--- src/rtl/tables_pkg.sv ---
// Shared types and sizing for the multiplication-table checker.
// Includes the FSM state encoding and the buffer index range helper.
package tables_pkg;

    localparam int N_ENTRIES_DEF = 10;
    localparam int DW_DEF        = 10;
    localparam int SUM_W         = 14;

    typedef enum logic [1:0] {
        ST_IDLE    = 2'd0,
        ST_CAPTURE = 2'd1,
        ST_DONE    = 2'd2
    } state_t;

    // True when a 4-bit buffer index addresses a populated entry.
    function automatic logic idx_in_range(input logic [3:0] idx, input logic [3:0] n_entries);
        return (idx < n_entries);
    endfunction

endpackage

--- src/rtl/table_buf.sv ---
// Entry storage for one captured table with a combinational read port.
// Reads outside the populated range return zero.
module table_buf
    import tables_pkg::*;
#(
    parameter int N_ENTRIES = N_ENTRIES_DEF,
    parameter int DW        = DW_DEF
) (
    input  logic          clk,
    input  logic          rst,
    input  logic          we,
    input  logic [3:0]    wr_idx,
    input  logic [DW-1:0] wr_data,
    input  logic [3:0]    rd_idx,
    output logic [DW-1:0] rd_data
);

    localparam logic [3:0] N_IDX = 4'(N_ENTRIES);

    logic [DW-1:0] mem_r [16];

    // Entry registers, cleared only by the system reset.
    always_ff @(posedge clk or posedge rst) begin
        if (rst) begin
            for (int i = 0; i < 16; i++) begin
                mem_r[i] <= '0;
            end
        end else if (we && idx_in_range(wr_idx, N_IDX)) begin
            mem_r[wr_idx] <= wr_data;
        end
    end

    // Read mux gated to the populated range.
    always_comb begin
        rd_data = '0;
        if (idx_in_range(rd_idx, N_IDX)) begin
            rd_data = mem_r[rd_idx];
        end else begin
            rd_data = '0;
        end
    end

endmodule

--- config.mk ---
export PLATFORM = sky130hd
export DESIGN_NAME = table_buf
export DESIGN_NICKNAME = d
export VERILOG_FILES = /design/src/rtl/tables_pkg.sv /design/src/rtl/table_buf.sv
export SDC_FILE = /design/constraint.sdc
export NUM_CORES = 1
export LEC_CHECK = 0
export CAP_MARGIN = 10
export CORE_ASPECT_RATIO = 0.75
export CORE_MARGIN = 2
export CORE_UTILIZATION = 33
export CTS_CLUSTER_DIAMETER = 30
export DETAILED_ROUTE_END_ITERATION = 12
export DONT_BUFFER_PORTS = 1
export GPL_ROUTABILITY_DRIVEN = 0
export GPL_TIMING_DRIVEN = 0
export REMOVE_ABC_BUFFERS = 1
export SLEW_MARGIN = 20
export SYNTH_ARGS = -nofsm -noshare
export SYNTH_HDL_FRONTEND = slang
export SYNTH_SLANG_ARGS = --single-unit
--- constraint.sdc ---
create_clock -name clk -period 6.2 [get_ports clk]
set_input_delay 0.62 -clock clk [delete_from_list [all_inputs] [get_ports clk]]
set_output_delay 0.62 -clock clk [all_outputs]
set_load 0.01 [all_outputs]
# Word level (Yosys, flattened, before mapping)
# Index checks and enable logic that the tools add are counted.
# word_totals
wordCells	32
out_inout_bits	10
in_bits	21
ff_bits	160
# classes
n_mux	7
bitwise	2
reduce_logical	2
magnitude_cmp	5
# op_table
cell	count
$bwmux W160	1
$bmux W10 S4	1
$demux W10 S4	1
$mux W10	4
$ge A5 B5 Y1 const B	2
$not A4 Y5	2
$lt A4 B4 Y1 const B	2
$lt A5 B1 Y1 const B	1
$logic_and A1 B1 Y1	2

# Longest topological paths before layout
# Gate-level depths: netlist of the first run.
# depth
depth_word	6
mapped_depth	5
depth_no_buf	3

# Least setup slack after synthesis of the first run
# OpenSTA, ideal clock, no wires.
# synth_path
path_type	input -> output
start	input rd_idx[3]
end	output rd_data[4]
setup_slack_ns	3.976
required_ns	5.580
path_buffers	2
path_stages	5
arrival_ns	1.604
cell_sequence	clkbuf_1 > buf_2 > mux2i_1 > o22ai_1 > o31a_1
# synth_via
elab_chain_len	5
word_cells_on_any_way	6
classes_between	order compare: 1; mux: 4; bitwise: 1
# synth_lines
item	line_no	rtl
start: declaration	table_buf.sv:14	input logic [3:0] rd_idx,
$not A4 Y5 (not written as such)	table_buf.sv:37	rd_data = mem_r[rd_idx];
$bmux W10 S4	table_buf.sv:37	
$mux W10 (not written as such) (2 in series)	table_buf.sv:37	
$mux W10 (*)	table_buf.sv:36	if (idx_in_range(rd_idx, N_IDX)) begin
end: declaration	table_buf.sv:15	output logic [DW-1:0] rd_data
# Every way passes the cells marked *; elsewhere a longest branch is shown, timed or not. The select of a mux whose other input is x is not followed.

# Worst setup path after layout of the first run
# Same ends and word-level chain as after synthesis.

==> PnR_summary.wiki, run 1 <==
{| class="wikitable"
! Metric !! Value
|-
| Fin Setup TNS || 0 ps
|-
| Diodes inserted || 0
|-
| Arrival time of the worst setup path || 1730 ps
|-
| CTS Buf Count || 9
|-
| Antenna-violating nets left || 0
|-
| Worst R2R Path Depth || 1
|-
| CP Class || in -> out
|-
| Shortest clock period the worst path allows after layout || 2350 ps
|-
| Area used by multi-input combinational logic || 0.00209 sq mm
|-
| Number of enable-type register cells in the synthesized netlist || 0
|-
| Clock slew at the register clock pins of the worst setup and hold paths || 70 ps
|-
| Effective utilization at floorplan || 34.1%
|-
| Half-perimeter wire length after placement || 6840 um
|-
| Most frequent cells in the layout || sky130_fd_sc_hd__dfrtp_1, sky130_fd_sc_hd__mux2_2, sky130_fd_sc_hd__mux2i_1
|-
| Finished layout cell area || 0.00515 sq mm
|-
| I/O Buffers || 0
|-
| CTS root buf || sky130_fd_sc_hd__clkbuf_16
|-
| Initial antenna violation count || 0
|-
| Layout overhead on the synthesized area || 9.11%
|-
| Final hold violation count || 0
|-
| Setup repair after global routing missed its margin || no
|-
| Wire length after detailed routing || 11000 um
|-
| Netlist area before placement || 0.00472 sq mm
|-
| Detailed-route via count || 2721
|-
| Largest register by flop count || mem_r
|-
| Type of the most critical hold path || in -> async
|-
| Width of the die || 142 um
|-
| Delay contributed by the slowest stage of the critical path || 430 ps
|-
| Wire length of the first global-routing pass || 17100 um
|-
| Vias per inst || 5.39
|-
| Flip-flop count of the largest register after layout || 100
|-
| Clock tree from TritonCTS || yes
|-
| Slew at the pin closest to its max-slew limit || 835 ps
|-
| Worst Setup SP || rd_idx[3]
|-
| Routed wirelength normalized by instance count || 21.8 um
|-
| Minimum setup slack among reg-to-reg paths || 5420 ps
|-
| Clock Skews || 0 ps
|-
| Area of the die || 0.0153 sq mm
|-
| Share of layout cells above drive strength 1 || 38.5%
|-
| Via count of the first global-routing pass || 2885
|-
| Slowest library cell on the worst path || sky130_fd_sc_hd__nand2b_1
|-
| Endpoint required time on the critical path || 5580 ps
|-
| Netlist cell types || 24
|-
| Post-layout worst setup margin || 3850 ps
|-
| Pins Over Slew Limit || 0
|-
| Gate count after technology mapping || 342
|-
| Crit. End Element || output pin
|-
| Most common cell after layout, fill and taps aside || sky130_fd_sc_hd__dfrtp_1
|-
| Seq cells post-synth || 100
|-
| Post-cts resize count || 0
|-
| Outcome || completed
|-
| Avg Cell Area, Syn || 13.8 sq um
|-
| Maximum number of pins on one net before global-route repair || 55
|-
| Dpl ws || 3870 ps
|-
| Initial drt markers || 161
|-
| Site Rows || 37
|-
| Leakage || 0.00227 uW
|-
| Count of fill cells added during filler insertion || 1290
|-
| Final worst path period share || 37.9%
|-
| Cell area after placement || 0.00486 sq mm
|-
| Worst reg2reg path startpoint || mem_r[99]
|-
| Total grt overflow || 0
|-
| Cell-by-cell listing of the critical path || nand2b_1 > o221ai_1 > o31a_1
|-
| Critical-path maximum fanout || 23
|-
| Total power divided by cell area || 330 mW/mm^2
|-
| Global-route usage over all layers || 15.4%
|-
| Peak clock frequency supported by timing || 425 MHz
|-
| Synth async-reset ratio || 100%
|-
| Reg area || 0.00250 sq mm
|-
| Most instantiated flip-flop cell in the synthesis netlist || sky130_fd_sc_hd__dfrtp_1
|-
| Number of buffers inserted by post-CTS setup repair || 0
|-
| Final setup viols || 0
|-
| Overall die height || 108 um
|-
| Relative max-transition margin || 44.3%
|-
| Total of max-cap violations || 0
|-
| Worst Setup Start Kind || primary input
|-
| Hold-fix buffers at CTS || 0
|-
| Clock latency of the later-clocked register in the worst-skew pair || 340 ps
|-
| CORE AREA || 0.0138 sq mm
|-
| Clock sink count || 100
|-
| Drt drc || 0
|-
| H-tree levels || 3
|-
| Iteration count of the initial detailed-routing pass || 4
|-
| Top-level I/O count || 31
|-
| CTS Buffer Depth || 2
|-
| Top Registers || mem_r x100
|-
| Max IR drop VDD || 0.183 mV
|-
| Reg2Reg Capture Point || mem_r[99]
|-
| Count of nets after finishing || 346
|-
| Yosys synthesis warning count || 0
|-
| Sequential share of the synthesized area || 53.0%
|}
cells in the mapped netlist (all sizes together), types with 2 or more instances:
cell,number,share of area (%)
buf,22,2.1
clkbuf,8,0.64
dfrtp,100,53
mux2,100,25
mux2i,50,11
nand2,2,0.16
nand2b,6,0.79
nand3b,3,0.74
nor2,14,1.3
nor3b,2,0.42
o221ai,10,1.9
o22ai,10,1.3
o31a,10,1.9
or2,2,0.26
cell type report:
cell class                 count  area share [%]
sequential                   100            48.6
clock buffer                  11            4.91
inverter                       1           0.170
multi-input combinational    211            40.7
timing repair buffer           2           0.753
tap                          175            4.25
clock inverter                 5           0.704
where the power goes:
| part | switching, uW | total (uW) | internal, uW |
|---|---|---|---|
| registers | 73.1 | 877 | 804 |
| logic | 109 | 287 | 178 |
| clock network | 244 | 538 | 294 |
kinds of logic (layout without fill, tap and decap cells):
family                 count (synthesis)  count (layout)  share of synthesized area, %
flip-flops                           100             100                          53.0
multiplexers                         150             150                          35.2
buffers and inverters                 31              19                          2.81
AO/OA/AOI/OAI                         30              30                          5.03
AND/OR/NAND/NOR                       31              31                          3.92
routing by layer:
| layer | routed length, um | up-vias | share of wire, % | GRT usage [%] |
|---|---|---|---|---|
| li1 | - | 1214 | - | - |
| met1 | 5500 | 1456 | 50 | 21.8 |
| met2 | 4960 | 38 | 45 | 23.1 |
| met3 | 414 | 13 | 3.8 | 4.09 |
| met4 | 136 | 0 | 1.2 | 4.64 |
| met5 | 0 | - | 0 | 0 |
worst max-delay path, delay by kind of cell:
family / cells / cell delay [ps]
AOI/OAI and AO/OA: 2 / 670
and+or+nand+nor: 1 / 430
how the worst max path moves through the flow:
stage,end,slack [ps],depth (start not counted)
CTS,rd_data[8],3870,3
finish,rd_data[4],3850,3
global placement,mem_r[116],1960,1
global route,rd_data[8],3800,3
floorplan,mem_r[100],2960,1
detailed placement,rd_data[8],3870,3
per-stage QoR:
| stage | hold WS [ps] | instances | util [%] | power [uW] |
|---|---|---|---|---|
| after floorplan | 458 | 312 | - | 1110 |
| after global placement | 468 | 487 | 34.8 | 1160 |
| after detailed placement | 484 | 489 | 35.1 | 1180 |
| after CTS | 166 | 505 | 37.2 | 1720 |
| after global routing | 173 | 505 | 37.2 | 1790 |
| final | 154 | 505 | 37.2 | 1700 |
Power figures use the tool's default switching activity.
==> inputs of run 2 (changes only) <==
==> constraint.sdc (replaced) <==
create_clock -name clk -period 2.38 [get_ports clk]
set_input_delay 0.238 -clock clk [delete_from_list [all_inputs] [get_ports clk]]
set_output_delay 0.238 -clock clk [all_outputs]
set_load 0.01 [all_outputs]
==> run 2 against run 1 <==
Worst hold slack lost 120 ps; sequential share of layout area shrank 0.094 points; routed wire length is the same; sequential cell count is the same; clock power grew to 2.6 times the previous value; combinational power grew to 2.6 times the previous value; clock-buffer cell count is the same; total power grew to 2.6 times the previous value; highest routed layer unchanged; via count shrank 0.33%; non-clock buffer count grew 1.
==> PnR_summary.wiki, run 2 (synthesis gave the netlist of run 1 again) <==
{| class="wikitable"
! Metric !! Value
|-
| CTS root buf || sky130_fd_sc_hd__clkbuf_16
|-
| Most frequent cells in the layout || sky130_fd_sc_hd__dfrtp_1, sky130_fd_sc_hd__mux2_2, sky130_fd_sc_hd__mux2i_1
|-
| Share of layout cells above drive strength 1 || 38.4%
|-
| Antenna-violating nets left || 0
|-
| Total of max-cap violations || 0
|-
| Count of nets after finishing || 347
|-
| Fin Setup TNS || 0 ps
|-
| Finished layout cell area || 0.00516 sq mm
|-
| Detailed-route via count || 2712
|-
| Final hold violation count || 0
|-
| Setup repair after global routing missed its margin || no
|-
| Type of the most critical hold path || in -> reg
|-
| Number of buffers inserted by post-CTS setup repair || 0
|-
| Maximum number of pins on one net before global-route repair || 55
|-
| CTS Buf Count || 9
|-
| Clock Skews || 0 ps
|-
| Global Route met1 Usage || 21.7%
|-
| Width of the die || 142 um
|-
| Max IR drop VDD || 0.472 mV
|-
| Hold-fix buffers at CTS || 1
|-
| Flip-flop count of the largest register after layout || 100
|-
| Layout overhead on the synthesized area || 9.33%
|-
| Arrival time of the worst setup path || 1390 ps
|-
| Wire length after detailed routing || 11000 um
|-
| Outcome || completed
|-
| Total power divided by cell area || 858 mW/mm^2
|-
| Via count of the first global-routing pass || 2887
|-
| Global-route layer with the greatest usage || met2
|-
| Top Registers || mem_r x100
|-
| Relative max-transition margin || 41.7%
|-
| Overall die height || 108 um
|-
| Final setup viols || 0
|-
| Area of the die || 0.0153 sq mm
|-
| Cell area after placement || 0.00486 sq mm
|-
| Crit. End Element || output pin
|-
| Half-perimeter wire length after placement || 6840 um
|-
| Met3 global-route usage || 4.09%
|-
| Pins Over Slew Limit || 0
|-
| Vias per inst || 5.36
|-
| Clock latency of the later-clocked register in the worst-skew pair || 340 ps
|-
| Clock slew at the register clock pins of the worst setup and hold paths || 60 ps
|-
| Top-level I/O count || 31
|-
| Delay contributed by the slowest stage of the critical path || 400 ps
|-
| Area used by multi-input combinational logic || 0.00209 sq mm
|-
| Initial antenna violation count || 0
|-
| Routed wirelength normalized by instance count || 21.8 um
|-
| Final worst path period share || 68.6%
|-
| Clock sink count || 100
|-
| Final core utilization || 37.3%
|-
| Initial drt markers || 187
|-
| Wire length of the first global-routing pass || 17100 um
|-
| Peak clock frequency supported by timing || 613 MHz
|-
| Cell-by-cell listing of the critical path || mux2i_1 > o22ai_1 > o31a_1
|-
| Shortest clock period the worst path allows after layout || 1630 ps
|-
| H-tree levels || 3
|-
| Count of fill cells added during filler insertion || 1289
|-
| Total grt overflow || 0
|-
| Count of buffering cells on the critical path with inverters included || 0
|-
| CTS Buffer Depth || 2
|-
| Leakage || 0.00227 uW
|-
| Drt drc || 0
|-
| Iteration count of the initial detailed-routing pass || 4
|-
| Site Rows || 37
|-
| Worst Setup Start Kind || flop
|-
| Met2 track demand over resource || 23.3%
|-
| CP Class || reg -> out
|-
| Slowest library cell on the worst path || sky130_fd_sc_hd__o31a_1
|-
| Critical-path maximum fanout || 2
|-
| Most common cell after layout, fill and taps aside || sky130_fd_sc_hd__dfrtp_1
|-
| Clock tree from TritonCTS || yes
|-
| Crit-path leading delay family || compound AO/OA/AOI/OAI gates
|-
| CORE AREA || 0.0138 sq mm
|-
| Slew at the pin closest to its max-slew limit || 875 ps
|-
| Global-route usage over all layers || 15.4%
|-
| Endpoint required time on the critical path || 2140 ps
|-
| Effective utilization at floorplan || 34.1%
|-
| Diodes inserted || 0
|-
| Post-cts resize count || 0
|-
| I/O Buffers || 0
|-
| Largest register by flop count || mem_r
|-
| Reg area || 0.00250 sq mm
|}
==> run 2: per-layer routing <==
layer,up-vias,wire length [um]
met3,12,369
met1,1451,5470
li1,1215,-
met2,34,5010
met5,-,0
met4,0,160
==> run 2: worst paths after layout <==
check                                 from         end  slack (ps)  depth (start not counted)
worst max register to register   mem_r[99]   mem_r[99]        1600                          1
worst min register to register   mem_r[69]   mem_r[69]         500                          1
worst max-delay path            mem_r[127]  rd_data[7]         750                          3
min in group asynchronous              rst  mem_r[133]         410                          2
max in group asynchronous              rst   mem_r[90]        1360                          3
worst min-delay path            wr_data[9]   mem_r[69]          30                          1
==> run 2: where the power goes <==
group | switching [uW] | total (uW) | internal [uW]
Combinational | 285 | 749 | 465
Sequential | 190 | 2280 | 2090
Clock | 630 | 1400 | 766
Total | 1100 | 4430 | 3320
==> run 2: through the flow <==
| stage | hold WS (ps) | std cells | total power [uW] | setup WS, ps |
|---|---|---|---|---|
| after floorplan | 373 | 312 | 2890 | -477 |
| after global placement | 376 | 487 | 3010 | -1480 |
| after detailed placement | 159 | 489 | 3080 | 730 |
| after CTS | 21.9 | 506 | 4480 | 732 |
| after global routing | 11.8 | 506 | 4670 | 676 |
| final | 30.8 | 506 | 4430 | 748 |
==> run 2: layout make-up <==
type | count | area share, %
clock buffer | 11 | 4.90
clock inverter | 5 | 0.703
inverter | 1 | 0.170
multi-input combinational | 211 | 40.6
sequential | 100 | 48.5
tap | 175 | 4.24
timing repair buffer | 3 | 0.945
